**src/rtl/vdp_arb_pkg.sv**
```systemverilog
// rtl/vdp_arb_pkg.sv - shared constants and state encoding for the pixel-bus arbiter
package vdp_arb_pkg;
   localparam int NUM_REQ = 4;
   localparam int SEL_W   = 2;
   localparam int CNT_W   = 8;

   typedef enum logic [1:0] {
      IDLE  = 2'b00,
      GRANT = 2'b01,
      GAP   = 2'b10
   } arb_state_e;
endpackage

```
**src/rtl/decoder_1x4.sv**
```systemverilog
// rtl/decoder_1x4.sv - 2-to-4 one-hot decoder
module decoder_1x4 (
   input  logic [1:0] sel,
   output logic [3:0] y
);
   assign y = 4'b0001 << sel;
endmodule

```
**src/rtl/rr_pick4.sv**
```systemverilog
// rtl/rr_pick4.sv - combinational round-robin pick over four requesters
module rr_pick4
   import vdp_arb_pkg::*;
(
   input  logic [NUM_REQ-1:0] req,
   input  logic [SEL_W-1:0]   ptr,
   output logic [SEL_W-1:0]   idx,
   output logic               any
);
   // Scan from farthest to nearest so the candidate closest to ptr wins.
   always_comb begin
      idx = ptr;
      any = 1'b0;
      for (int k = NUM_REQ - 1; k >= 0; k--) begin
         if (req[ptr + SEL_W'(k)]) begin
            idx = ptr + SEL_W'(k);
            any = 1'b1;
         end
      end
   end
endmodule

```
**src/rtl/decoder_rr_arbiter.sv**
```systemverilog
// rtl/decoder_rr_arbiter.sv - round-robin pixel-bus arbiter with burst limit and turnaround gap
module decoder_rr_arbiter
   import vdp_arb_pkg::*;
#(
   parameter int MAX_BURST = 16
) (
   input  logic               clk,
   input  logic               rst,
   input  logic [NUM_REQ-1:0] req,
   output logic [SEL_W-1:0]   sel,
   output logic               gnt_vld,
   output logic [NUM_REQ-1:0] gnt,
   output logic               preempt
);
   localparam logic [CNT_W-1:0] CNT_LAST = CNT_W'(MAX_BURST - 1);

   arb_state_e        state_q, state_d;
   logic [SEL_W-1:0]  ptr_q, ptr_d;
   logic [SEL_W-1:0]  sel_q, sel_d;
   logic [CNT_W-1:0]  cnt_q, cnt_d;
   logic              preempt_q, preempt_d;
   logic [SEL_W-1:0]  pick_idx;
   logic              pick_any;
   logic [NUM_REQ-1:0] dec_y;

   rr_pick4 u_pick (
      .req (req),
      .ptr (ptr_q),
      .idx (pick_idx),
      .any (pick_any)
   );

   decoder_1x4 u_dec (
      .sel (sel_q),
      .y   (dec_y)
   );

   always_ff @(posedge clk) begin
      if (rst) begin
         state_q   <= IDLE;
         ptr_q     <= '0;
         sel_q     <= '0;
         cnt_q     <= '0;
         preempt_q <= 1'b0;
      end else begin
         state_q   <= state_d;
         ptr_q     <= ptr_d;
         sel_q     <= sel_d;
         cnt_q     <= cnt_d;
         preempt_q <= preempt_d;
      end
   end

   always_comb begin
      state_d   = state_q;
      ptr_d     = ptr_q;
      sel_d     = sel_q;
      cnt_d     = cnt_q;
      preempt_d = 1'b0;
      case (state_q)
         GRANT: begin
            // Release outranks the burst limit, so a coinciding drop never pulses preempt.
            if (!req[sel_q]) begin
               state_d = GAP;
               ptr_d   = sel_q + 2'd1;
            end else if (cnt_q == CNT_LAST) begin
               state_d   = GAP;
               ptr_d     = sel_q + 2'd1;
               preempt_d = 1'b1;
            end else begin
               cnt_d = cnt_q + 1'b1;
            end
         end
         default: begin
            if (pick_any) begin
               state_d = GRANT;
               sel_d   = pick_idx;
               cnt_d   = '0;
            end else begin
               state_d = IDLE;
            end
         end
      endcase
   end

   always_comb begin
      gnt_vld = (state_q == GRANT);
      gnt     = dec_y & {NUM_REQ{gnt_vld}};
      sel     = sel_q;
      preempt = preempt_q;
   end
endmodule

```
**config.mk**
```make
export PLATFORM = sky130hd
export DESIGN_NAME = decoder_rr_arbiter
export DESIGN_NICKNAME = d
export VERILOG_FILES = /design/src/rtl/vdp_arb_pkg.sv /design/src/rtl/decoder_1x4.sv /design/src/rtl/rr_pick4.sv /design/src/rtl/decoder_rr_arbiter.sv
export SDC_FILE = /design/constraint.sdc
export NUM_CORES = 1
export LEC_CHECK = 0
export CELL_PAD_IN_SITES_DETAIL_PLACEMENT = 1
export CELL_PAD_IN_SITES_GLOBAL_PLACEMENT = 2
export CORE_ASPECT_RATIO = 0.6
export CORE_UTILIZATION = 34
export CTS_BUF_LIST = sky130_fd_sc_hd__clkbuf_8
export DETAILED_ROUTE_END_ITERATION = 10
export MAX_ROUTING_LAYER = met4
export PLACE_DENSITY_LB_ADDON = 0.08
export SLEW_MARGIN = 20
export SYNTH_ARGS = -nofsm -noshare
export SYNTH_HDL_FRONTEND = slang
export SYNTH_SLANG_ARGS = --single-unit
export TNS_END_PERCENT = 50
```
**constraint.sdc**
```tcl
create_clock -name clk -period 5.4 [get_ports clk]
set_clock_uncertainty 0.05 [all_clocks]
set_input_delay 1.08 -clock clk [delete_from_list [all_inputs] [get_ports clk]]
set_output_delay 1.08 -clock clk [all_outputs]
set_load 0.05 [all_outputs]
```
* Word level (Yosys, flattened, before mapping) *
Index checks and enable logic that the tools add are counted.

cells by class
  bitwise gates (word level) = 3
  reductions and logical operators = 5
  multiplexer cells = 29
  equality and inequality tests = 6
  order comparisons = 5
  div/mod/pow operators = 0
  multiply operators = 0
  shift operators = 1
  add/sub/neg operators = 5

operators with widths
  kind                                                        number
  2-to-1 mux 8 bit                                            4
  2-to-1 mux 2 bit                                            9
  less-than comparator 2 x 3 -> 1 bit, second input constant  5
  2-to-1 mux 1 bit                                            11
  binary-select mux 1 bit (select 2 bit)                      5
  adder 8 x 1 -> 8 bit, second input constant                 1
  equality test 8 x 4 -> 1 bit, second input constant         1
  adder 2 x 1 -> 2 bit, second input constant                 2
  adder 2 bit, second input constant                          2
  AND 4 bit                                                   1
  != test 2 x 1 -> 1 bit, second input constant               2
  AND reduction 2 bit                                         2
  << shifter 1 x 2 -> 4 bit, first input constant             1
  != test 3 x 2 -> 1 bit, second input constant               1
  AND reduction 3 bit                                         1
  OR reduction 3 bit                                          1
  equality test 2 x 1 -> 1 bit, second input constant         1
  != test 2 bit, second input constant                        1
  inverter 1 bit                                              2
  nonzero test 2 bit                                          1

storage, ports and cells
  register bits = 15
  bits in latches = 0
  output and inout port bits = 8
  word-level logic and storage cells = 59
  bits of input ports = 6
  memory bits (read-only) = 0
  memories = 0
  RAM bits = 0

* Logic depth before layout (Yosys ltp) *
Gate-level depths: netlist of run 1.

  depth after elaboration = 9
  depth in mapped cells = 6
  mapped depth without buffers = 5

* Hierarchy *
From an unflattened synthesis of run 1, not the netlist that was laid out.

second synthesis, totals
  cells, all modules = 100
  area, all modules = 858.3 um^2

modules (own cells, without submodules)
  module              cells each  times used  area an instance (um^2)  sequential area each (um^2)
  decoder_rr_arbiter  80          1           732.0                    300.3
  rr_pick4            16          1           100.1                    0.0
  decoder_1x4         4           1           26.3                     0.0

* Worst setup path before layout of run 1 *
No wires, ideal clock.

  path kind = flip-flop to output port
  start point = register state_q[1]
  end point = output port gnt[0]
  arrival time = 1.446 ns
  buffers on the path = 0
  data required time = 4.270 ns
  path slack = 2.824 ns
  cell stages (with the launch flop) = 4
  path through = dfxtp_1 nand2b_1 clkinv_1 and2_1

between the ends
  word-level cells in the longest chain between the ends = 2

ends and longest elaborated chain
  element                       line                      RTL
  start, declared               decoder_rr_arbiter.sv:17  arb_state_e state_q, state_d;
  start signal, assigned        decoder_rr_arbiter.sv:46  state_q <= state_d;
  equality test 2 x 1 -> 1 bit  decoder_rr_arbiter.sv:87  gnt_vld = (state_q == GRANT);
  via gnt_vld                   decoder_rr_arbiter.sv:11  output logic gnt_vld,
  AND 4 bit                     decoder_rr_arbiter.sv:88  gnt = dec_y & {NUM_REQ{gnt_vld}};
  end, declared                 decoder_rr_arbiter.sv:12  output logic [NUM_REQ-1:0] gnt,

The timed path passes the listed nets, and every way through them passes these cells.

* Final worst setup path of run 1 *
  start point = register state_q[1]
  end point = output port gnt[0]

between the ends
  word-level cells in the longest chain between the ends = 2

ends and longest elaborated chain
  element                       line
  equality test 2 x 1 -> 1 bit  decoder_rr_arbiter.sv:87
  AND 4 bit                     decoder_rr_arbiter.sv:88

No other way between the ends.

==> out/metrics.csv, run 1 <==
stage;metric;value;unit
global_routing;antenna violations before repair;0;
die;die height;40.38;µm
die;FP Rows;13;
routing;initial drt markers;35;
sta;count of final setup violators;0;
pwr;Internal;0.0001871;W
sta;Least-Margin Pin Slew;494.8;ps
cts;# Post-CTS Setup Buffers;0;
pwr;switching pwr;0.00008530;W
global_routing;GRT met3 Usage;5.966;%
pwr;Static Leak;0.3763;nW
cts;Post-CTS Resized;0;
synth;library cells used by synthesis;32;
die;Die Wd;65.96;µm
pwr;Cell Pwr Density;262.0;mW/mm²
pwr;clock power share;34.2;%
place;DPL Wire Length;1630;µm
pwr;Flop pwr share;44.0;%
final_layout;ratio of cells with drive above 1 in the final layout;7.080;%
synth;syn_nets;109;
die;Starting Density;37.18;%
global_routing;busiest grt layer;met2;
worst_setup_path;Buf+Inv Stages, Crit Path;2;
cts;hold buffer count at cts;0;
cts;CTS tree;yes;
final_layout;Final Cell Area;0.001040;mm²
sta;Max Slew Vio Count;0;
global_routing;largest net degree at the start of global routing;14;
sta;final hold slack;439.6;ps
place;number of port buffers;13;
sta;period utilization;58.42;%
status;run status;finished, final reports clean;
final_layout;Layout Utilization;46.32;%
worst_setup_path;CP max stage cell;clkdlybuf4s50_1;
pwr;maximum vdd drop;121.3;µV
routing;final antenna-violating net count;0;
global_routing;vias in the first global route;644;
die;DIE AREA;0.002663;mm²
sta;final hold violation count;0;
pwr;Sw Share;31.32;%
global_routing;Overflow after GRT;0;
cts;H-Tree Depth;1;
routing;WL/cell;14.29;µm
global_routing;met2 Resource Use GR;23.47;%
synth;Avg Inst Size Synth;8.516;µm²
global_routing;total track usage;16.85;%
worst_setup_path;Cell Chain, Critical Path;nand2b_1, clkinv_1, and2_1, clkdlybuf4s50_1;
routing;final wirelength;2044;µm
routing;TritonRoute pass-1 iters;3;
routing;Vias/cell;5.385;
pwr;Tot Pwr;0.0002724;W
worst_hold_path;Hold WC Path Type;reg -> reg;
sta;Setup TNS Final;0;ps
die;I/O pin count;14;
worst_setup_path;worst path required time;4270;ps
final_layout;# diodes;0;
worst_setup_path;Setup CP Type;reg -> out;
synth;Post-Syn Area;834.6;µm²
synth;Post-Synthesis Cells;98;
synth;Seq/Total Area, Yosys;35.98;%
synth;Ys Warns;0;
pwr;Combinational Power Share;21.8;%
synth;Seq cells post-synth;15;
global_routing;met1 global-route usage;22.70;%
worst_setup_path;Worst setup EP type;output port;
final_layout;area grow syn2layout;24.59;%
cts;maximum buffer depth of the clock tree;2;
cts;Clock Latency Late Sink;250;ps
worst_setup_path;arrival time at the worst endpoint;2020;ps
worst_setup_path;Worst path max stage delay;690;ps
routing;via count;770;
sta;relative slew slack;66.91;%
final_layout;Final nets;125;
sta;fmax;317.0;MHz
global_routing;first-pass GRT wire length;3022;µm
cts;clock root buffer;clkbuf_8;
place;placer congestion estimate;0.8000;
cts;CTS Buf Count;3;
routing;DRC;0;
sta;Tmin final;3154;ps
place;Post-DP Area;993.5;µm²
cts;clock-pin transition on the worst setup and hold timing paths;70;ps
worst_setup_path;CP delay by family, top;buffers and inverters;
flow_run;Max Cap Viol;0;
cts;clock sink count;15;
worst_setup_path;crit-path max FO;10;
die;CORE AREA;0.002245;mm²
sta;unrepaired setup endpoints after global routing;false;
worst_setup_path;startpoint types;flip-flop;
-- per-stage QoR --
step                      instances  worst slack, ps
final                           143             2246
after global routing            143             2100
after CTS                       143             2223
after detailed placement        139             2320
after global placement          139             2358
after floorplan                  98             2824
-- per-layer routing --
| layer | wire [µm] | part of all wire (%) |
|---|---|---|
| met2 | 785 | 38 |
| met1 | 1168 | 57 |
| met3 | 75 | 3.7 |
| met5 | 0 | 0 |
| met4 | 15 | 0.73 |
-- logic make-up (layout without fill, tap and decap cells) --
family / after synthesis / in the layout / share of synthesized area, %
flops: 15 / 15 / 35.98
fa+ha+maj: 5 / 5 / 7.496
xor+xnor: 1 / 1 / 1.050
buf+inv: 8 / 23 / 3.747
simple gates: 37 / 37 / 24.59
compound gates: 30 / 30 / 22.79
mux: 2 / 2 / 4.348
-- state kept, by name, indices dropped and copies added (netlist names) --
register and count:
state_q 2, preempt 1, cnt_q 8, sel 2
ptr_q 2
-- power groups by stage --
stage	Clock, W	Sequential [W]	Combinational, W
after floorplan	0	0.000125	0.0000355
after global placement	0	0.000122	0.0000590
after detailed placement	0	0.000122	0.0000599
after CTS	0.0000972	0.000120	0.0000599
after global routing	0.000103	0.000120	0.0000642
final	0.0000931	0.000120	0.0000595
-- placed cells by master (no fill, tap or decap), types with 3 or more instances in the layout --
master           Yosys  routed
or4_1                3       3
nand2_1              9       9
nand3_1              4       4
clkbuf_8             0       3
inv_1                5       5
and2_1               4       4
o21ai_0              5       5
dfxtp_1             15      15
nand2b_1             4       4
nor2_1               4       4
ha_1                 5       5
a21oi_1             10      10
clkdlybuf4s50_1      0      13
o31ai_1              4       4
-- worst register-to-register path: cells and delay by family, from the launching register on --
family             cells  cell delay (ps)
muxes                  1              680
DFF                    1              440
and+or+nand+nor        1              340
AOI/OAI and AO/OA      2              310
-- cell type report --
type	count	area [µm²]
flip-flops and latches	15	300.3
clock inverters	1	5.005
well taps	30	37.54
repair buffers	13	130.1
inverters	6	22.52
clock buffers	3	41.29
multi-input cells	75	503.0
fillers	277	1205
-- cells in the mapped netlist, drive strengths merged --
master	count	area share, %
ha	5	7.5
mux4	1	3.1
and3	2	1.5
o31ai	4	3.6
o211ai	2	1.8
xor2	1	1.0
nand2	9	4.0
o21ai	6	3.6
a21oi	10	6.0
and2	4	3.0
nand2b	4	3.0
nor3	1	0.60
a31o	1	1.0
inv	5	2.2
o22ai	1	0.75
or4b	1	1.2
buf	1	0.60
nand3	4	2.4
a21o	2	1.8
nand4	1	0.75
clkbuf	1	0.45
or4	4	4.0
dfxtp	15	36
clkinv	1	0.45
or3	2	1.5
nor2	4	1.8
o311ai	2	2.1
o41ai	2	2.1
or2	1	0.75
mux2i	1	1.2
-- final timing paths --
check	from	endpoint	slack, ps	cells after the start
max	state_q[1]	gnt[0]	2250	4
min	cnt_q[3]	cnt_q[3]	440	2
max reg2reg	sel[0]	cnt_q[7]	3480	4
min reg2reg	cnt_q[3]	cnt_q[3]	440	2
No activity file was read; power rests on OpenSTA's default activity.
==> run 2, diff against run 1 <==
--- a/config.mk
+++ b/config.mk
@@ -8,7 +8,7 @@
 export CELL_PAD_IN_SITES_DETAIL_PLACEMENT = 1
 export CELL_PAD_IN_SITES_GLOBAL_PLACEMENT = 2
 export CORE_ASPECT_RATIO = 0.6
-export CORE_UTILIZATION = 34
+export CORE_UTILIZATION = 29
 export CTS_BUF_LIST = sky130_fd_sc_hd__clkbuf_8
 export DETAILED_ROUTE_END_ITERATION = 10
 export MAX_ROUTING_LAYER = met4
==> constraint.sdc (replaced) <==
create_clock -name clk -period 2.8 [get_ports clk]
set_clock_uncertainty 0.05 [all_clocks]
set_input_delay 0.56 -clock clk [delete_from_list [all_inputs] [get_ports clk]]
set_output_delay 0.56 -clock clk [all_outputs]
set_load 0.05 [all_outputs]
==> run 2 against run 1 <==
  * The flow now finishes with violations (DRC)
  * Power is 97% higher
  * Worst setup slack got worse by 1900 ps
  * Combinational power increased by 100%
  * Design area rose by 1.7%
  * Die area is 17% higher
  * Worst hold slack gained 5.8 ps
  * Largest power group unchanged
  * Critical path type unchanged
  * Sequential share of layout area shrank 0.48 points
  * Final cell count up 2.8%
  * Critical path depth is the same
  * Clock power is 97% higher
  * Sequential cell count did not move
==> out/metrics.csv, run 2 (same netlist as run 1, synthesis figures left out) <==
stage;metric;value;unit;change
status;run status;finished, violations left;;was finished, final reports clean
status;violated checks;DRC;;
place;placer congestion estimate;0.8271;;was 0.8000
final_layout;ratio of cells with drive above 1 in the final layout;8.696;%;was 7.080%
cts;# Post-CTS Setup Buffers;0;;unchanged
worst_setup_path;CP delay by family, top;buffers and inverters;;unchanged
place;DPL Wire Length;1724;µm;was 1630 µm
worst_setup_path;arrival time at the worst endpoint;1880;ps;was 2020 ps
cts;hold buffer count at cts;0;;unchanged
routing;final wirelength;2291;µm;was 2044 µm
final_layout;Largest Register;cnt_q;;unchanged
pwr;Combinational Power Share;22.7;%;was 21.8%
die;CORE AREA;0.002610;mm²;was 0.002245 mm²
pwr;Static Leak;0.3861;nW;was 0.3763 nW
final_layout;Layout Utilization;40.51;%;was 46.32%
routing;WL/cell;15.59;µm;was 14.29 µm
sta;count of final setup violators;0;;unchanged
sta;fmax;401.6;MHz;
global_routing;Overflow after GRT;0;;unchanged
die;DIE AREA;0.003104;mm²;was 0.002663 mm²
sta;Tmin final;2490;ps;
sta;unrepaired setup endpoints after global routing;false;;unchanged
flow_run;Max Cap Viol;0;;unchanged
sta;final hold violation count;0;;unchanged
global_routing;GRT met3 Usage;6.279;%;was 5.966%
final_layout;area grow syn2layout;26.69;%;was 24.59%
pwr;Internal;0.0003645;W;was 0.0001871 W
die;die height;43.56;µm;was 40.38 µm
worst_setup_path;crit-path max FO;10;;unchanged
final_layout;sequential cell area;300.3;µm²;unchanged
final_layout;most common cell after layout, fill and taps aside;dfxtp_1;;unchanged
place;number of port buffers;13;;unchanged
cts;clock-pin transition on the worst setup and hold timing paths;70;ps;about the same
routing;initial drt markers;84;;was 35
final_layout;max reg flops;8;;unchanged
pwr;maximum vdd drop;284.4;µV;was 121.3 µV
worst_setup_path;startpoint types;flip-flop;;unchanged
cts;CTS tree;yes;;unchanged
routing;TritonRoute pass-1 iters;7;;was 3
sta;Max Slew Vio Count;0;;unchanged
global_routing;met2 Resource Use GR;22.29;%;was 23.47%
global_routing;first-pass GRT wire length;3884;µm;was 3022 µm
cts;CTS Buf Count;3;;unchanged
routing;Vias/cell;5.449;;was 5.385
pwr;Flop pwr share;43.1;%;was 44.0%
sta;relative slew slack;66.35;%;was 66.91%
pwr;Sw Share;32.02;%;was 31.32%
global_routing;met1 global-route usage;25.32;%;was 22.70%
global_routing;antenna violations before repair;0;;unchanged
sta;Least-Margin Pin Slew;503.2;ps;was 494.8 ps
cts;Clock Latency Late Sink;250;ps;about the same
cts;maximum buffer depth of the clock tree;2;;unchanged
global_routing;total track usage;17.40;%;was 16.85%
final_layout;# diodes;0;;unchanged
final_layout;Final nets;127;;was 125
cts;clock root buffer;clkbuf_8;;unchanged
die;I/O pin count;14;;unchanged
worst_setup_path;Cell Chain, Critical Path;nand2b_1, clkinv_1, and2_1, clkdlybuf4s50_1;;unchanged
pwr;switching pwr;0.0001717;W;was 0.00008530 W
cts;clock sink count;15;;unchanged
worst_setup_path;FF-to-FF setup slack;840;ps;was 3480 ps
place;Post-DP Area;0.001011;mm²;was 993.5 µm²
final_layout;Final Cell Area;0.001057;mm²;was 0.001040 mm²
pwr;clock power share;34.2;%;about the same
worst_setup_path;CP max stage cell;clkdlybuf4s50_1;;unchanged
cts;H-Tree Depth;1;;unchanged
worst_setup_path;Worst path max stage delay;700;ps;was 690 ps
worst_setup_path;Buf+Inv Stages, Crit Path;2;;unchanged
global_routing;largest net degree at the start of global routing;14;;unchanged
global_routing;vias in the first global route;743;;was 644
worst_hold_path;Hold WC Path Type;reg -> reg;;unchanged
routing;final antenna-violating net count;0;;unchanged
worst_setup_path;worst path required time;2190;ps;was 4270 ps
routing;via count;801;;was 770
pwr;Cell Pwr Density;507.2;mW/mm²;was 262.0 mW/mm²
worst_setup_path;Worst setup EP type;output port;;unchanged
sta;Setup TNS Final;0;ps;unchanged
final_layout;Fillers;320;;was 277
die;Starting Density;31.98;%;was 37.18%
final_layout;leading cell types in the layout, fill and taps excluded;dfxtp_1 (15), clkdlybuf4s50_1 (13), a21oi_1 (10), nand2_1 (9);;unchanged
worst_setup_path;Setup CP Type;reg -> out;;unchanged
sta;period utilization;88.93;%;
die;Die Wd;71.26;µm;was 65.96 µm
global_routing;busiest grt layer;met1;;was met2
final_layout;footprint of the multi-input gates;503.0;µm²;unchanged
routing;DRC;1;;was 0
cts;Post-CTS Resized;0;;unchanged
die;FP Rows;14;;was 13
## run 2: area by class of cell
class	instances	share of cell area (%)
clock buffer	3	3.905
sequential	15	28.40
clock inverter	1	0.4734
tap	32	3.787
timing repair buffer	15	13.73
multi-input combinational	75	47.57
inverter	6	2.130
## run 2: path summary, 6_finish.rpt
| kind | cells after the start | startpoint | endpoint |
|---|---|---|---|
| setup / recovery | 4 | state_q[1] | gnt[1] |
| hold / removal | 2 | cnt_q[3] | cnt_q[3] |
| setup reg to reg | 4 | sel[0] | cnt_q[7] |
| hold reg to reg | 2 | cnt_q[3] | cnt_q[3] |
## run 2: tightest hold or removal path: cells and delay by family, from the launching register on
| family | cells | cell delay (ps) |
|---|---|---|
| compound gates | 1 | 50 |
| flops | 1 | 340 |
| simple gates | 1 | 60 |
## run 2: routing by layer
metal | part of all wire, % | wire (µm)
met4 | 0.35 | 8
met5 | 0 | 0
met2 | 40 | 910
met3 | 6.2 | 141
met1 | 54 | 1230
## run 2: power groups by stage
| stage | registers (W) | clock network, W | logic [W] |
|---|---|---|---|
| 4_1_cts | 0.000231 | 0.000190 | 0.000122 |
| 2_1_floorplan | 0.000242 | 0 | 0.0000684 |
| 6_report | 0.000231 | 0.000183 | 0.000121 |
| 3_5_place_dp | 0.000236 | 0 | 0.000122 |
| 3_3_place_gp | 0.000236 | 0 | 0.000120 |
| 5_1_grt | 0.000233 | 0.000198 | 0.000134 |
## run 2: through the flow
step                power [W]  cells  hold WS [ps]  setup WS [ps]
detailed placement  0.0003580    143         442.3          242.9
global placement    0.0003554    143         423.3          275.8
CTS                 0.0005440    147         448.6          290.1
global route        0.0005648    147         491.5          189.9
finish              0.0005362    147         445.4          309.9
floorplan           0.0003101     98         400.1          738.5
